`config.mk`:
```
export PLATFORM = sky130hd
export DESIGN_NAME = stoch_l2_norm_sched
export DESIGN_NICKNAME = d
export VERILOG_FILES = /design/src/rtl/stoch_l2_norm_sched.sv
export SDC_FILE = /design/constraint.sdc
export NUM_CORES = 1
export LEC_CHECK = 0
export CAP_MARGIN = 40
export CORE_MARGIN = 8
export CORE_UTILIZATION = 30
export DETAILED_ROUTE_END_ITERATION = 8
export MAX_ROUTING_LAYER = met4
export RECOVER_POWER = 100
export SETUP_SLACK_MARGIN = 0.2
export SYNTH_ARGS = -nofsm -noshare
export SYNTH_HDL_FRONTEND = slang
export SYNTH_SLANG_ARGS = --single-unit
```
`constraint.sdc`:
```
create_clock -name CLK -period 1.6 [get_ports CLK]
set_input_delay 0.24 -clock CLK [delete_from_list [all_inputs] [get_ports CLK]]
set_output_delay 0.24 -clock CLK [all_outputs]
set_load 0.05 [all_outputs]
```
`src/rtl/stoch_l2_norm_sched.sv`:
```
// Round-robin scheduler sharing one stochastic L2-norm unit among NUM_REQ requesters.
// Each job clears the unit, lets it warm up, then counts norm_y ones over a fixed window.
module stoch_l2_norm_sched #(
  parameter int NUM_REQ        = 4,
  parameter int VEC_LEN        = 2,
  parameter int WARMUP_CYCLES  = 64,
  parameter int MEASURE_CYCLES = 256,
  parameter int CNT_W          = $clog2(MEASURE_CYCLES + 1)
) (
  input  logic                       CLK,
  input  logic                       RST,
  input  logic [NUM_REQ-1:0]         req,
  input  logic [NUM_REQ*VEC_LEN-1:0] up_all,
  input  logic [NUM_REQ*VEC_LEN-1:0] un_all,
  output logic [NUM_REQ-1:0]         grant,
  output logic [VEC_LEN-1:0]         norm_up,
  output logic [VEC_LEN-1:0]         norm_un,
  output logic                       norm_rst,
  input  logic                       norm_y,
  output logic [NUM_REQ-1:0]         done,
  output logic [CNT_W-1:0]           result,
  output logic                       busy
);

  localparam int PTR_W   = (NUM_REQ > 1) ? $clog2(NUM_REQ) : 1;
  localparam int CYC_MAX = (WARMUP_CYCLES > MEASURE_CYCLES) ? WARMUP_CYCLES : MEASURE_CYCLES;
  localparam int CYC_W   = $clog2(CYC_MAX + 1);

  typedef enum logic [2:0] {
    IDLE    = 3'd0,
    CLEAR   = 3'd1,
    WARMUP  = 3'd2,
    MEASURE = 3'd3,
    DONE    = 3'd4
  } state_t;

  state_t             state, next_state;
  logic [PTR_W-1:0]   rr_ptr;
  logic [PTR_W-1:0]   owner;
  logic [PTR_W-1:0]   owner_next;
  logic [PTR_W-1:0]   sel;
  logic [NUM_REQ-1:0] ge_mask;
  logic [NUM_REQ-1:0] hi_req;
  logic [NUM_REQ-1:0] pick;
  logic [CYC_W-1:0]   cyc_cnt;
  logic [CNT_W-1:0]   ones_cnt;
  logic               norm_rst_q;
  logic               owner_req;
  logic               warm_last;
  logic               meas_last;

  // Round-robin pick: lowest set request at or above rr_ptr, else lowest overall.
  always_comb begin
    ge_mask = '0;
    sel     = '0;
    for (int j = 0; j < NUM_REQ; j++) ge_mask[j] = (PTR_W'(j) >= rr_ptr);
    hi_req = req & ge_mask;
    for (int j = NUM_REQ - 1; j >= 0; j--) if (req[j]) sel = PTR_W'(j);
    for (int j = NUM_REQ - 1; j >= 0; j--) if (hi_req[j]) sel = PTR_W'(j);
    pick = {{(NUM_REQ-1){1'b0}}, 1'b1} << sel;
  end

  assign owner_req  = |(req & grant);
  assign owner_next = (owner == PTR_W'(NUM_REQ - 1)) ? '0 : owner + PTR_W'(1);
  assign warm_last  = (cyc_cnt == CYC_W'(WARMUP_CYCLES - 1));
  assign meas_last  = (cyc_cnt == CYC_W'(MEASURE_CYCLES - 1));

  always_comb begin
    next_state = state;
    case (state)
      IDLE:    if (|req) next_state = CLEAR;
      CLEAR:   next_state = owner_req ? WARMUP : IDLE;
      WARMUP:  if (!owner_req) next_state = IDLE;
               else if (warm_last) next_state = MEASURE;
      MEASURE: if (!owner_req) next_state = IDLE;
               else if (meas_last) next_state = DONE;
      DONE:    next_state = IDLE;
      default: next_state = IDLE;
    endcase
  end

  // Leaving any busy state for IDLE (completion or abort) releases the unit and advances rr_ptr.
  always_ff @(posedge CLK) begin
    if (RST) begin
      state      <= IDLE;
      rr_ptr     <= '0;
      owner      <= '0;
      grant      <= '0;
      cyc_cnt    <= '0;
      ones_cnt   <= '0;
      result     <= '0;
      norm_rst_q <= 1'b1;
    end else begin
      state      <= next_state;
      norm_rst_q <= (next_state == CLEAR);
      case (state)
        IDLE: begin
          if (|req) begin
            grant <= pick;
            owner <= sel;
          end
        end
        CLEAR: cyc_cnt <= '0;
        WARMUP: begin
          cyc_cnt <= warm_last ? '0 : cyc_cnt + CYC_W'(1);
          if (warm_last) ones_cnt <= '0;
        end
        MEASURE: begin
          cyc_cnt  <= cyc_cnt + CYC_W'(1);
          ones_cnt <= ones_cnt + CNT_W'(norm_y);
        end
        DONE: result <= ones_cnt;
        default: ;
      endcase
      if (state != IDLE && next_state == IDLE) begin
        grant  <= '0;
        rr_ptr <= owner_next;
      end
    end
  end

  // Grant is only nonzero outside IDLE, so it alone selects the steered slice.
  always_comb begin
    norm_up = '0;
    norm_un = '0;
    for (int i = 0; i < NUM_REQ; i++) begin
      if (grant[i]) begin
        norm_up = norm_up | up_all[i*VEC_LEN +: VEC_LEN];
        norm_un = norm_un | un_all[i*VEC_LEN +: VEC_LEN];
      end
    end
  end

  assign done     = (state == DONE) ? grant : '0;
  assign busy     = (state != IDLE);
  assign norm_rst = norm_rst_q;

endmodule

```
* Word-level counts from Yosys, hierarchy flattened
Index checks and enable logic that the tools add are counted.
** Cells by class
- $lt $le $gt $ge :: 4
- Muxes and demuxes :: 29
- Shift operators :: 1
- Equality and inequality tests :: 9
- Bitwise operators :: 8
- Reduce and logical (&&, ||, !) cells :: 11
- $add $sub $neg :: 3
** Operators by type and width (number)
- two-way mux 2 bit :: 18
- case mux 9 bit (3 select lines) :: 1
- two-way mux 9 bit :: 2
- case mux 9 bit (2 select lines) :: 1
- two-way mux 3 bit :: 5
- bitwise OR 2 bit :: 6
- case mux 3 bit (4 select lines) :: 1
- adder 9 x 1 -> 9 bit :: 1
- adder 9 x 1 -> 9 bit, second input constant :: 1
- == test 9 x 6 -> 1 bit, second input constant :: 1
- == test 9 x 8 -> 1 bit, second input constant :: 1
- AND 4 bit :: 2
- OR reduction 4 bit :: 2
- == test 3 x 1 -> 1 bit, second input constant :: 2
- == test 3 x 2 -> 1 bit, second input constant :: 2
- zero test 3 bit :: 2
- nonzero test 3 bit :: 2
- greater-or-equal comparator 1 x 2 -> 1 bit, first input constant :: 2
- greater-or-equal comparator 2 bit, first input constant :: 2
- two-way mux 4 bit :: 1
- AND reduction 2 bit :: 2
- left shift 1 x 2 -> 4 bit, first input constant :: 1
- == test 3 bit, second input constant :: 1
- adder 2 x 1 -> 2 bit, second input constant :: 1
- 5 further kinds :: 5
** Word-level totals
- Word-level logic and storage cells :: 73
- Flip-flop bits (word level) :: 39

* Longest topological paths before layout
- Word-level depth :: 9
- Mapped depth :: 7

* Worst setup path before layout
Ideal clock, no wire load.
- Kind :: register to register
- Start :: register grant[2]
- End :: register rr_ptr[0]
- Clock period less this slack :: 1.823 ns
- Path buffers :: 0
- Slack :: -0.223 ns
- Data required time :: 1.533 ns
- Cell stages (with the launch flop) :: 6
- Setup time :: 0.067 ns
- Arrival :: 1.755 ns
- Cells stage by stage :: dfxtp_1 -> a22o_1 -> or3_4 -> nor2b_4 -> or3_1 -> a21oi_2
** Between the ends
- Longest elaborated chain between the ends :: 6
- Elaborated cells on any way between the ends :: 8
- Classes of those cells :: mux: 4; bitwise: 1; reduce/logical: 3
** RTL lines
- from (decl) :: line 15 : output logic [NUM_REQ-1:0] grant,
- from (signal assigned) :: line 99 : grant <= pick;
- AND 4 bit (*) :: line 63 : assign owner_req = |(req & grant);
- OR reduction 4 bit (*) :: line 63
- two-way mux 3 bit (tied with other cells) :: line 75 : MEASURE: if (!owner_req) next_state = IDLE;
- case mux 3 bit (4 select lines) (*) :: line 70 : case (state)
- zero test 3 bit (*) :: line 115 : if (state != IDLE && next_state == IDLE) begin
- logical AND 1 bit (*) :: line 115
- to (signal assigned) :: line 117 : rr_ptr <= owner_next;
- to (decl) :: line 38 : logic [PTR_W-1:0] rr_ptr;
Every way passes the cells marked *; elsewhere a longest branch is shown, timed or not.
A chain may end at the register's enable or synchronous reset.

* Worst setup path in the final report
- Start :: register grant[3]
- End :: register rr_ptr[0]
Same word-level chain as after synthesis.

==> metrics.cfg <==
[placed_design]
gp_congestion=0.7873
pre_cts_ws_ns=-0.3945
portBuffers=45
placed_cell_area_um2=2788
hpwl_um=4062

[cts]
clock_latency_ns=0.29
cts-root-buf=clkbuf_8
htree_levels=2
numClockSinks=39
cts_made_buffers=5
cts.path.max_buffers=2
cts_hold_buffers=0
cts_tree=done
cts.reportedPaths.clkPinSlew_ns=0.07

[yosys]
yosys_register_bits=39
synth_compound_area_share_pct=21.49
synth_warnings=0
async_flop_share_pct=0
synthSimpleGateAreaFrac_pct=29.09
synth_xor_area_share_pct=1.364
avgSynthCellArea_um2=8.165
synth_flop_cell=dfxtp_1
syn_inst=236
synth.distinct_cells=46
seq_area_frac_synth_pct=40.52
syn-cell-area_um2=1927
synthAdderAreaFrac_pct=3.247
muxShareOfSynthArea_pct=1.558
synth.net_count=264
synth_top_family_by_area=simple AND/OR/NAND/NOR gates
synth-edff-count=0

[timing]
setup_tns_ns=0
max_freq_ghz=0.6432
relSlewSlack_pct=59.63
maxSlewViolCount=0
rsz0062_at_grt=yes
period_share_pct=97.16
clock_skew_ns=0.01087
setup_viol=0
hold_viol=0
min_period_ns=1.555
worst_slack_ns=0.04539
max_slew.worst_pin.slew_ns=0.6081

[floorplan]
initial_core_util_pct=30.70
fp-row-count=29
die_w_um=96.14
dieArea_um2=9243
ios=46
die_y_um=96.14
core_um2=6277

[detailed_routing]
viasPerCell=4.960
drt_pass1_iterations=4
drtAntennaViolNets=0
wirelength_um=5699
drc=0
wl_per_cell_um=14.21
drt-initial-drc-count=42
vias=1989

[setup_path]
crit_path_frequent_cell=or3_4
end_kind=flop
crit_family=simple AND/OR/NAND/NOR gates
path_buf_inv=0
crit_chain=a22o_1, or3_4, nor2b_4, or3_4, a21oi_2
crit_fanout=2
crit_slowest_cell=or3_4
worstSetupStartpointType=flop
cp_data_arrival_time_ns=1.79
worst_ep_required_time_ns=1.83
crit_type=flop to flop
slowest_delay_ns=0.38

[cells_and_area]
final_cell_mix=36 x nand2_1, 34 x buf_4, 24 x dfxtp_1, 21 x nor2_1, 19 x a21oi_1
post-route-cell-area_um2=3132
antennaDiodeCount=0
areaGrowthSynthToFinish_pct=62.53
drive_above_1_share_pct=39.51
fillCellCount=634
final_common_cell=nand2_1
finish.utilization_pct=49.89
nets=352

[power_and_ir_drop]
max-vdd-ir-drop_mv=0.3652
p_per_area_nw_per_um2=825.3
p_leak_nw=1.182

[run]
maxCapViolations=0

[grt]
first_global_vias=1963
grt_max_degree=19
grt_overflow_total=0
grt_first_pass_wirelength_um=9183
grt_usage_pct=12.85
antenna_found_initial=0

[outcome]
outcome=finished clean

[worst_hold_path]
hp-class=flop to flop

## metal layers
layer / up-vias / global-route usage, % / share of wire, %
met2: 23 / 21.91 / 52
met5: - / - / 0
met4: 0 / 4.609 / 1.1
met3: 9 / 2.106 / 2.2
met1: 927 / 14.80 / 45
li1: 1030 / - / -
## worst reg2reg max path, cell delays in order (launching register included)
cell and delay [ns]:
dfxtp_4 0.35, a22o_1 0.21, or3_4 0.38, nor2b_4 0.13, or3_4 0.32, a21oi_2 0.11
## layout make-up
| cell class | instances | area [um2] | area share, % |
|---|---|---|---|
| clock buffers | 6 | 82.58 | 2.637 |
| clock inverters | 1 | 5.005 | 0.1598 |
| inverters | 5 | 21.27 | 0.6792 |
| multi-input cells | 185 | 1356 | 43.31 |
| flip-flops and latches | 39 | 817.0 | 26.09 |
| well taps | 77 | 96.34 | 3.076 |
| repair buffers | 88 | 753.2 | 24.05 |
## Yosys cell counts (2+ instances only)
master	instances	area [um2]
and2_1	2	12.51
clkbuf_1	6	22.52
a32o_1	2	20.02
or3_1	8	50.05
and3_1	5	31.28
dfxtp_1	39	780.8
nor2_1	25	93.84
ha_1	5	62.56
nor3_1	5	25.02
o22ai_1	2	12.51
xor2_1	2	17.52
nand4_1	4	25.02
a211oi_1	2	15.01
nor2b_1	2	12.51
nand2b_1	5	31.28
a21oi_1	23	115.1
nand2_1	39	146.4
nand3_1	7	35.03
inv_1	5	18.77
mux2i_1	3	30.03
a22oi_1	9	67.56
or2_2	2	12.51
o21ai_0	7	35.03
nor4b_1	2	17.52
o211ai_1	3	22.52
a22o_1	2	17.52
## sequential cells by signal, summed over array words and instances (netlist names)
signal and cells:
cyc_cnt 9, grant 4, norm_rst 1, ones_cnt 9, owner 2, result 9, rr_ptr 2, state 3
## per-stage QoR
| stage | hold slack [ns] | std cells | total power, mW |
|---|---|---|---|
| 2_1_floorplan | 0.3603 | 236 | 1.483 |
| 3_3_place_gp | 0.4445 | 377 | 1.862 |
| 3_5_place_dp | 0.4468 | 377 | 1.868 |
| 4_1_cts | 0.4566 | 393 | 2.610 |
| 5_1_grt | 0.4729 | 401 | 2.710 |
| 6_report | 0.4552 | 401 | 2.584 |
## report_power, final
group          leakage, nW  internal, mW  switching, mW  total [mW]
combinational        0.810         0.412          0.461       0.873
clock               0.0470         0.338          0.336       0.674
sequential           0.325          1.00         0.0351        1.04
total                 1.18          1.75          0.832        2.58
## path summary, 6_finish.rpt
check / slack (ns) / startpoint / cells after the start / end
worst max-delay path: 0.05 / grant[3]$_SDFFE_PP0P_ / 5 / rr_ptr[0]$_SDFFE_PP0P_
worst min-delay path: 0.46 / result[2]$_SDFFE_PP0N_ / 2 / result[2]$_SDFFE_PP0N_
worst max register to register: 0.05 / grant[3]$_SDFFE_PP0P_ / 5 / rr_ptr[0]$_SDFFE_PP0P_
worst min register to register: 0.46 / result[2]$_SDFFE_PP0N_ / 2 / result[2]$_SDFFE_PP0N_
## cells by family after synthesis
kind of cell    Yosys count
fa+ha+maj                 5
compound gates           61
mux                       3
xor+xnor                  3
flops                    39
simple gates            113
buf+inv                  12
## repair_timing
item	in CTS	in global routing
setup endpoints to repair	39	38
setup buffers	9	8
gates resized for setup	34	48
pin swaps	23	37
No activity file was read; power rests on OpenSTA's default activity.
